===== src/rtl/cpu_mem_pkg.sv =====
// Shared definitions for the external memory arbiter and the paging logic.
// Holds the arbiter FSM state encodings, the requester port IDs and the
// physical address / data widths of the single external memory bus.
package cpu_mem_pkg;

   // Physical address width, shared with the paging logic.
   localparam int unsigned PADDR_W = 20;
   // Data-port and fetch-port data widths.
   localparam int unsigned DDATA_W = 16;
   localparam int unsigned FDATA_W = 32;

   // Requester port IDs; also the bit index of each port in a grant vector.
   localparam logic PORT_F = 1'b0;
   localparam logic PORT_D = 1'b1;

   typedef enum logic [1:0] {
      ST_IDLE = 2'd0,
      ST_CMD  = 2'd1,
      ST_RDW  = 2'd2,
      ST_DONE = 2'd3
   } state_e;

endpackage


===== src/rtl/arb_rr2.sv =====
// Combinational two-way round-robin picker.
// Ports:
//   req_f_i  fetch request
//   req_d_i  data request
//   last_i   port served last (PORT_F / PORT_D)
//   gnt_o    one-hot grant, bit PORT_F = fetch, bit PORT_D = data
//   valid_o  a grant is present
module arb_rr2
   import cpu_mem_pkg::*;
(
   input  logic       req_f_i,
   input  logic       req_d_i,
   input  logic       last_i,
   output logic [1:0] gnt_o,
   output logic       valid_o
);

   always_comb begin
      gnt_o = 2'b00;
      if (req_f_i && req_d_i) begin
         // Tie: the port not served last wins.
         if (last_i == PORT_F) gnt_o[PORT_D] = 1'b1;
         else                  gnt_o[PORT_F] = 1'b1;
      end else if (req_f_i) begin
         gnt_o[PORT_F] = 1'b1;
      end else if (req_d_i) begin
         gnt_o[PORT_D] = 1'b1;
      end
      valid_o = req_f_i | req_d_i;
   end

endmodule


===== src/rtl/mem_arbiter.sv =====
// Two-port arbiter and sequencer for the single external memory interface.
// Shares the paged memory bus between instruction fetch (32-bit read-only)
// and the load/store path (16-bit read/write), and runs the command /
// accept / ready handshake toward the memory controller.
// Ports:
//   clk_i, rst_i                      clock, synchronous active-high reset
//   f_req_i, f_addr_i                 fetch request and address
//   f_ack_o, f_rvalid_o, f_rdata_o    fetch accept pulse, data pulse, data
//   d_req_i, d_we_i, d_addr_i,
//   d_wdata_i                         data request, write enable, addr, wdata
//   d_ack_o, d_rvalid_o, d_rdata_o    data accept pulse, done pulse, read data
//   err_o                             timeout abort pulse (current owner)
//   mem_addr_o, mem_wdata_o           command address / write data
//   mem_read_o, mem_write_o           command strobes
//   mem_instr_o                       owner is fetch
//   mem_busy_i, mem_cack_i,
//   mem_ready_i, mem_rdata_i          controller busy, accept, ready, data
// All outputs are registered.
module mem_arbiter
   import cpu_mem_pkg::*;
#(
   parameter int unsigned TIMEOUT = 255,
   parameter int unsigned TO_W    = 8
) (
   input  logic               clk_i,
   input  logic               rst_i,
   input  logic               f_req_i,
   input  logic [PADDR_W-1:0] f_addr_i,
   output logic               f_ack_o,
   output logic               f_rvalid_o,
   output logic [FDATA_W-1:0] f_rdata_o,
   input  logic               d_req_i,
   input  logic               d_we_i,
   input  logic [PADDR_W-1:0] d_addr_i,
   input  logic [DDATA_W-1:0] d_wdata_i,
   output logic               d_ack_o,
   output logic               d_rvalid_o,
   output logic [DDATA_W-1:0] d_rdata_o,
   output logic               err_o,
   output logic [PADDR_W-1:0] mem_addr_o,
   output logic [DDATA_W-1:0] mem_wdata_o,
   output logic               mem_read_o,
   output logic               mem_write_o,
   output logic               mem_instr_o,
   input  logic               mem_busy_i,
   input  logic               mem_cack_i,
   input  logic               mem_ready_i,
   input  logic [FDATA_W-1:0] mem_rdata_i
);

   // Counter value in the last cycle before the abort fires.
   localparam logic [TO_W-1:0] ToLast = TO_W'(TIMEOUT - 1);

   state_e             state_q, state_d;
   logic               last_q, last_d;
   logic               owner_q, owner_d;
   logic               we_q, we_d;
   logic [TO_W-1:0]    cnt_q, cnt_d;
   logic [PADDR_W-1:0] addr_q, addr_d;
   logic [DDATA_W-1:0] wdata_q, wdata_d;
   logic [FDATA_W-1:0] f_rdata_q, f_rdata_d;
   logic [DDATA_W-1:0] d_rdata_q, d_rdata_d;
   logic               f_ack_q, f_ack_d, d_ack_q, d_ack_d;
   logic               f_rvalid_q, f_rvalid_d, d_rvalid_q, d_rvalid_d;
   logic               err_q, err_d;
   logic               rd_q, rd_d, wr_q, wr_d, instr_q, instr_d;

   logic [1:0]         gnt;
   logic               gnt_valid;
   logic               timeout_hit;
   logic               done_pulse;
   logic               abort;

   arb_rr2 u_arb (
      .req_f_i (f_req_i),
      .req_d_i (d_req_i),
      .last_i  (last_q),
      .gnt_o   (gnt),
      .valid_o (gnt_valid)
   );

   always_comb begin
      state_d     = state_q;
      last_d      = last_q;
      owner_d     = owner_q;
      we_d        = we_q;
      cnt_d       = cnt_q;
      addr_d      = addr_q;
      wdata_d     = wdata_q;
      f_rdata_d   = f_rdata_q;
      d_rdata_d   = d_rdata_q;
      f_ack_d     = 1'b0;
      d_ack_d     = 1'b0;
      f_rvalid_d  = 1'b0;
      d_rvalid_d  = 1'b0;
      err_d       = 1'b0;
      rd_d        = rd_q;
      wr_d        = wr_q;
      instr_d     = instr_q;
      done_pulse  = 1'b0;
      abort       = 1'b0;
      timeout_hit = (TIMEOUT != 0) && (cnt_q == ToLast);

      unique case (state_q)
         ST_IDLE: begin
            if (gnt_valid && !mem_busy_i) begin
               if (gnt[PORT_D]) begin
                  owner_d = PORT_D;
                  addr_d  = d_addr_i;
                  wdata_d = d_wdata_i;
                  we_d    = d_we_i;
                  d_ack_d = 1'b1;
               end else begin
                  owner_d = PORT_F;
                  addr_d  = f_addr_i;
                  we_d    = 1'b0;
                  f_ack_d = 1'b1;
               end
               rd_d    = !we_d;
               wr_d    = we_d;
               instr_d = (owner_d == PORT_F);
               cnt_d   = '0;
               state_d = ST_CMD;
            end
         end
         ST_CMD: begin
            cnt_d = cnt_q + TO_W'(1);
            if (mem_cack_i) begin
               rd_d = 1'b0;
               wr_d = 1'b0;
               // A read whose data arrives with the accept skips RDW.
               if (we_q || mem_ready_i) begin
                  state_d    = ST_DONE;
                  done_pulse = 1'b1;
               end else begin
                  state_d = ST_RDW;
                  cnt_d   = '0;
               end
            end else if (timeout_hit) begin
               abort = 1'b1;
            end
         end
         ST_RDW: begin
            cnt_d = cnt_q + TO_W'(1);
            if (mem_ready_i) begin
               state_d    = ST_DONE;
               done_pulse = 1'b1;
            end else if (timeout_hit) begin
               abort = 1'b1;
            end
         end
         ST_DONE: begin
            last_d  = owner_q;
            instr_d = 1'b0;
            state_d = ST_IDLE;
         end
         default: state_d = ST_IDLE;
      endcase

      // rvalid is registered so it shows up in DONE together with the data.
      if (done_pulse) begin
         if (owner_q == PORT_F) begin
            f_rvalid_d = 1'b1;
            f_rdata_d  = mem_rdata_i;
         end else begin
            d_rvalid_d = 1'b1;
            if (!we_q) d_rdata_d = mem_rdata_i[DDATA_W-1:0];
         end
      end

      // Abort counts as a served transaction for round-robin fairness.
      if (abort) begin
         err_d   = 1'b1;
         rd_d    = 1'b0;
         wr_d    = 1'b0;
         instr_d = 1'b0;
         last_d  = owner_q;
         state_d = ST_IDLE;
      end
   end

   always_ff @(posedge clk_i) begin
      if (rst_i) begin
         state_q    <= ST_IDLE;
         last_q     <= PORT_F;
         owner_q    <= PORT_F;
         we_q       <= 1'b0;
         cnt_q      <= '0;
         addr_q     <= '0;
         wdata_q    <= '0;
         f_rdata_q  <= '0;
         d_rdata_q  <= '0;
         f_ack_q    <= 1'b0;
         d_ack_q    <= 1'b0;
         f_rvalid_q <= 1'b0;
         d_rvalid_q <= 1'b0;
         err_q      <= 1'b0;
         rd_q       <= 1'b0;
         wr_q       <= 1'b0;
         instr_q    <= 1'b0;
      end else begin
         state_q    <= state_d;
         last_q     <= last_d;
         owner_q    <= owner_d;
         we_q       <= we_d;
         cnt_q      <= cnt_d;
         addr_q     <= addr_d;
         wdata_q    <= wdata_d;
         f_rdata_q  <= f_rdata_d;
         d_rdata_q  <= d_rdata_d;
         f_ack_q    <= f_ack_d;
         d_ack_q    <= d_ack_d;
         f_rvalid_q <= f_rvalid_d;
         d_rvalid_q <= d_rvalid_d;
         err_q      <= err_d;
         rd_q       <= rd_d;
         wr_q       <= wr_d;
         instr_q    <= instr_d;
      end
   end

   assign f_ack_o     = f_ack_q;
   assign f_rvalid_o  = f_rvalid_q;
   assign f_rdata_o   = f_rdata_q;
   assign d_ack_o     = d_ack_q;
   assign d_rvalid_o  = d_rvalid_q;
   assign d_rdata_o   = d_rdata_q;
   assign err_o       = err_q;
   assign mem_addr_o  = addr_q;
   assign mem_wdata_o = wdata_q;
   assign mem_read_o  = rd_q;
   assign mem_write_o = wr_q;
   assign mem_instr_o = instr_q;

endmodule


===== config.mk =====
export PLATFORM = sky130hd
export DESIGN_NAME = mem_arbiter
export DESIGN_NICKNAME = d
export VERILOG_FILES = /design/src/rtl/cpu_mem_pkg.sv /design/src/rtl/arb_rr2.sv /design/src/rtl/mem_arbiter.sv
export SDC_FILE = /design/constraint.sdc
export NUM_CORES = 1
export LEC_CHECK = 0
export ABC_AREA = 1
export CAP_MARGIN = 20
export CORE_MARGIN = 2
export CORE_UTILIZATION = 42
export DETAILED_ROUTE_END_ITERATION = 16
export GPL_TIMING_DRIVEN = 0
export PLACE_DENSITY = 0.84
export SETUP_SLACK_MARGIN = 0.1
export SYNTH_ARGS = -nofsm -noshare
export SYNTH_HDL_FRONTEND = slang
export SYNTH_HIERARCHICAL = 1
export SYNTH_SLANG_ARGS = --single-unit

===== constraint.sdc =====
create_clock -name clk_i -period 1.6 [get_ports clk_i]
set_input_delay 0.16 -clock clk_i [delete_from_list [all_inputs] [get_ports clk_i]]
set_output_delay 0.16 -clock clk_i [all_outputs]
set_load 0.02 [all_outputs]

==> results.tsv, run 1 <==
metric	value	unit
period_minus_slack	1.56	ns
io_pins	188	
drive_above_1_share	0.123	
cp.required	1.86	ns
cts_hold_buffers	0	
cts_root_buf	clkbuf_8	
max_cap_viol_count	0	
startpoint_type	register	
vias	4661	
antenna_found_initial	0	
seqPwrFrac	0.403	
multi_input_area	0.00208	sq mm
ir_worst_vdd	0.697	mV
critPathKind	reg -> reg	
h-tree-depth	3	
period_share	0.973	
power.total	7970	uW
numCtsBuffers	9	
crit_chain	inv_4 > ha_4 > nand3_2 > nand2_2 > nand3_2 > buf_8 > buf_6 > clkbuf_16 > nor2_4 > nor2_1	
detail_route.vias_per_cell	4.70	
grt-ovfl-total	0	
die_area	0.0113	sq mm
fin_nets	952	
clock_skew	0.0217	ns
fmax	0.642	GHz
whs	0.180	ns
clk_pin_slew	0.11	ns
wl	13000	microns
synth_cells	634	
rsz0062_at_grt	true	
setup_violations	0	
critPathMostFrequentCell	nand3_2	
power_leakage	0.00419	uW
slowest_stage	dfxtp_4	
cts_sinks	105	
final_util	0.704	
syn_to_final_growth	64.4	%
slew_headroom	0.659	
fillers	826	
dpl.hpwl	9050	microns
switchingPower	2940	uW
slew_violations	0	
final_area	0.00720	sq mm
p_clk_frac	0.210	
max_stage_delay	0.39	ns
dr.pass1.iters	4	
hp-class	in -> reg	
drt_iter0_markers	212	
syn_area_per_cell	6.91	sq um
antenna_left	0	
intPower	5030	uW
critPathCaptureType	register	
syn_nets	736	
tns	0	ns
clk-insertion-delay-late	0.37	ns
hold_viol	0	
worst_slew_pin_slew	0.512	ns
die_h	106	microns
track_usage	0.216	
syn-cell-area	0.00438	sq mm
cp_data_arrival_time	1.81	ns
cts_buffer_depth	2	
numPortBuffers	186	
rows	37	
grt_pass1_vias	4226	
sw_frac_of_total	0.369	
initial_core_util	0.428	
avgRoutedWirePerCell	13.1	microns
outcome	finished, final reports clean	
p_per_area	1110	mW/mm^2
worst-path-max-fanout	6	
ys_warn_count	6	
grt_start_max_net_pins	22	
place_congestion	0.845	
cts_tree	built	
place_area	0.00641	sq mm
grt_pass1_wl	19700	microns
die_w	106	microns
power.share.combinational	0.388	
antenna_cells	0	
regArea	0.00211	sq mm
drc	0	
core-area	0.0102	sq mm
-- per-layer routing --
metal / up-vias / global-route usage / wire length (microns)
li1: 2381 / - / -
met1: 2065 / 0.262 / 5410
met2: 182 / 0.353 / 6190
met3: 33 / 0.0693 / 969
met4: 0 / 0.0855 / 436
met5: - / 0 / 0
-- cells in the final DEF (no fill, tap or decap), types with 4 or more instances in the layout --
cell type and instances:
clkdlybuf4s50_1 96, a31oi_1 20, nand2_2 5, buf_8 4, buf_6 7, clkbuf_1 11
nor2_1 122, buf_2 6, nor2_2 12, buf_4 15, clkbuf_8 9, nand2_1 172
a21oi_1 8, dlygate4sd2_1 38, o21ai_1 15, inv_1 66, nand3_1 8, o21ai_0 24
dfxtp_1 103, dlymetal6s2s_1 52, nand3_2 4, nor2_4 15
-- layout make-up --
type / count / area share
flip-flops and latches: 105 / 0.293
multi-input cells: 427 / 0.289
clock inverters: 7 / 0.0113
plain buffers: 29 / 0.0273
inverters: 72 / 0.0389
well taps: 136 / 0.0236
repair buffers: 206 / 0.300
clock buffers: 9 / 0.0172
-- critical path, delay by kind of cell, from the launching register on --
family,cells,cell delay [ns]
DFF,1,0.39
buffers and inverters,4,0.51
adders and majority gates,1,0.15
and+or+nand+nor,5,0.41
-- final timing paths --
kind	start	to	slack (ns)	cells past startpoint
worst min register to register	owner_q	last_q	0.47	2
worst max-delay path	state_q[1]	f_rdata_o[25]	0.04	10
worst min-delay path	rst_i	f_rvalid_o	0.18	2
worst max register to register	state_q[1]	f_rdata_o[25]	0.04	10
-- through the flow --
step	worst slack [ns]	std cells
after floorplan	0.149	634
after global placement	-0.413	956
after detailed placement	-0.389	956
after CTS	0.100	973
after global routing	0.00410	991
final	0.0424	991
-- state kept, by name (all words and copies together), names as in the netlist --
register and cells:
d_ack_o 1, we_q 1, f_ack_o 1, d_rvalid_o 1, mem_instr_o 1, owner_q 1
mem_write_o 1, f_rdata_o 32, err_o 1, last_q 1, mem_read_o 1, state_q 2
mem_addr_o 20, mem_wdata_o 16, d_rdata_o 16, cnt_q 8, f_rvalid_o 1
-- repair_timing --
action,4_1_cts,5_1_grt
hold endpoints to repair,0,0
resized for setup,59,123
pin swaps,2,18
buffers inserted,1,16
cloned,0,3
setup endpoints to repair,137,137
-- power groups by stage --
stage	Clock, uW	Combinational [uW]	Sequential (uW)
floorplan	0	1080	3630
global placement	0	2630	3230
detailed placement	0	2650	3250
CTS	1700	2680	3200
global route	1830	3340	3250
finish	1670	3090	3210
(Power assumes the default switching activity.)
==> run 2: changes to the inputs <==
HOLD_SLACK_MARGIN = 0.15   (was not set)
==> results of run 2 <==
No change in the layout: final DEF, timing and power equal those of run 1.
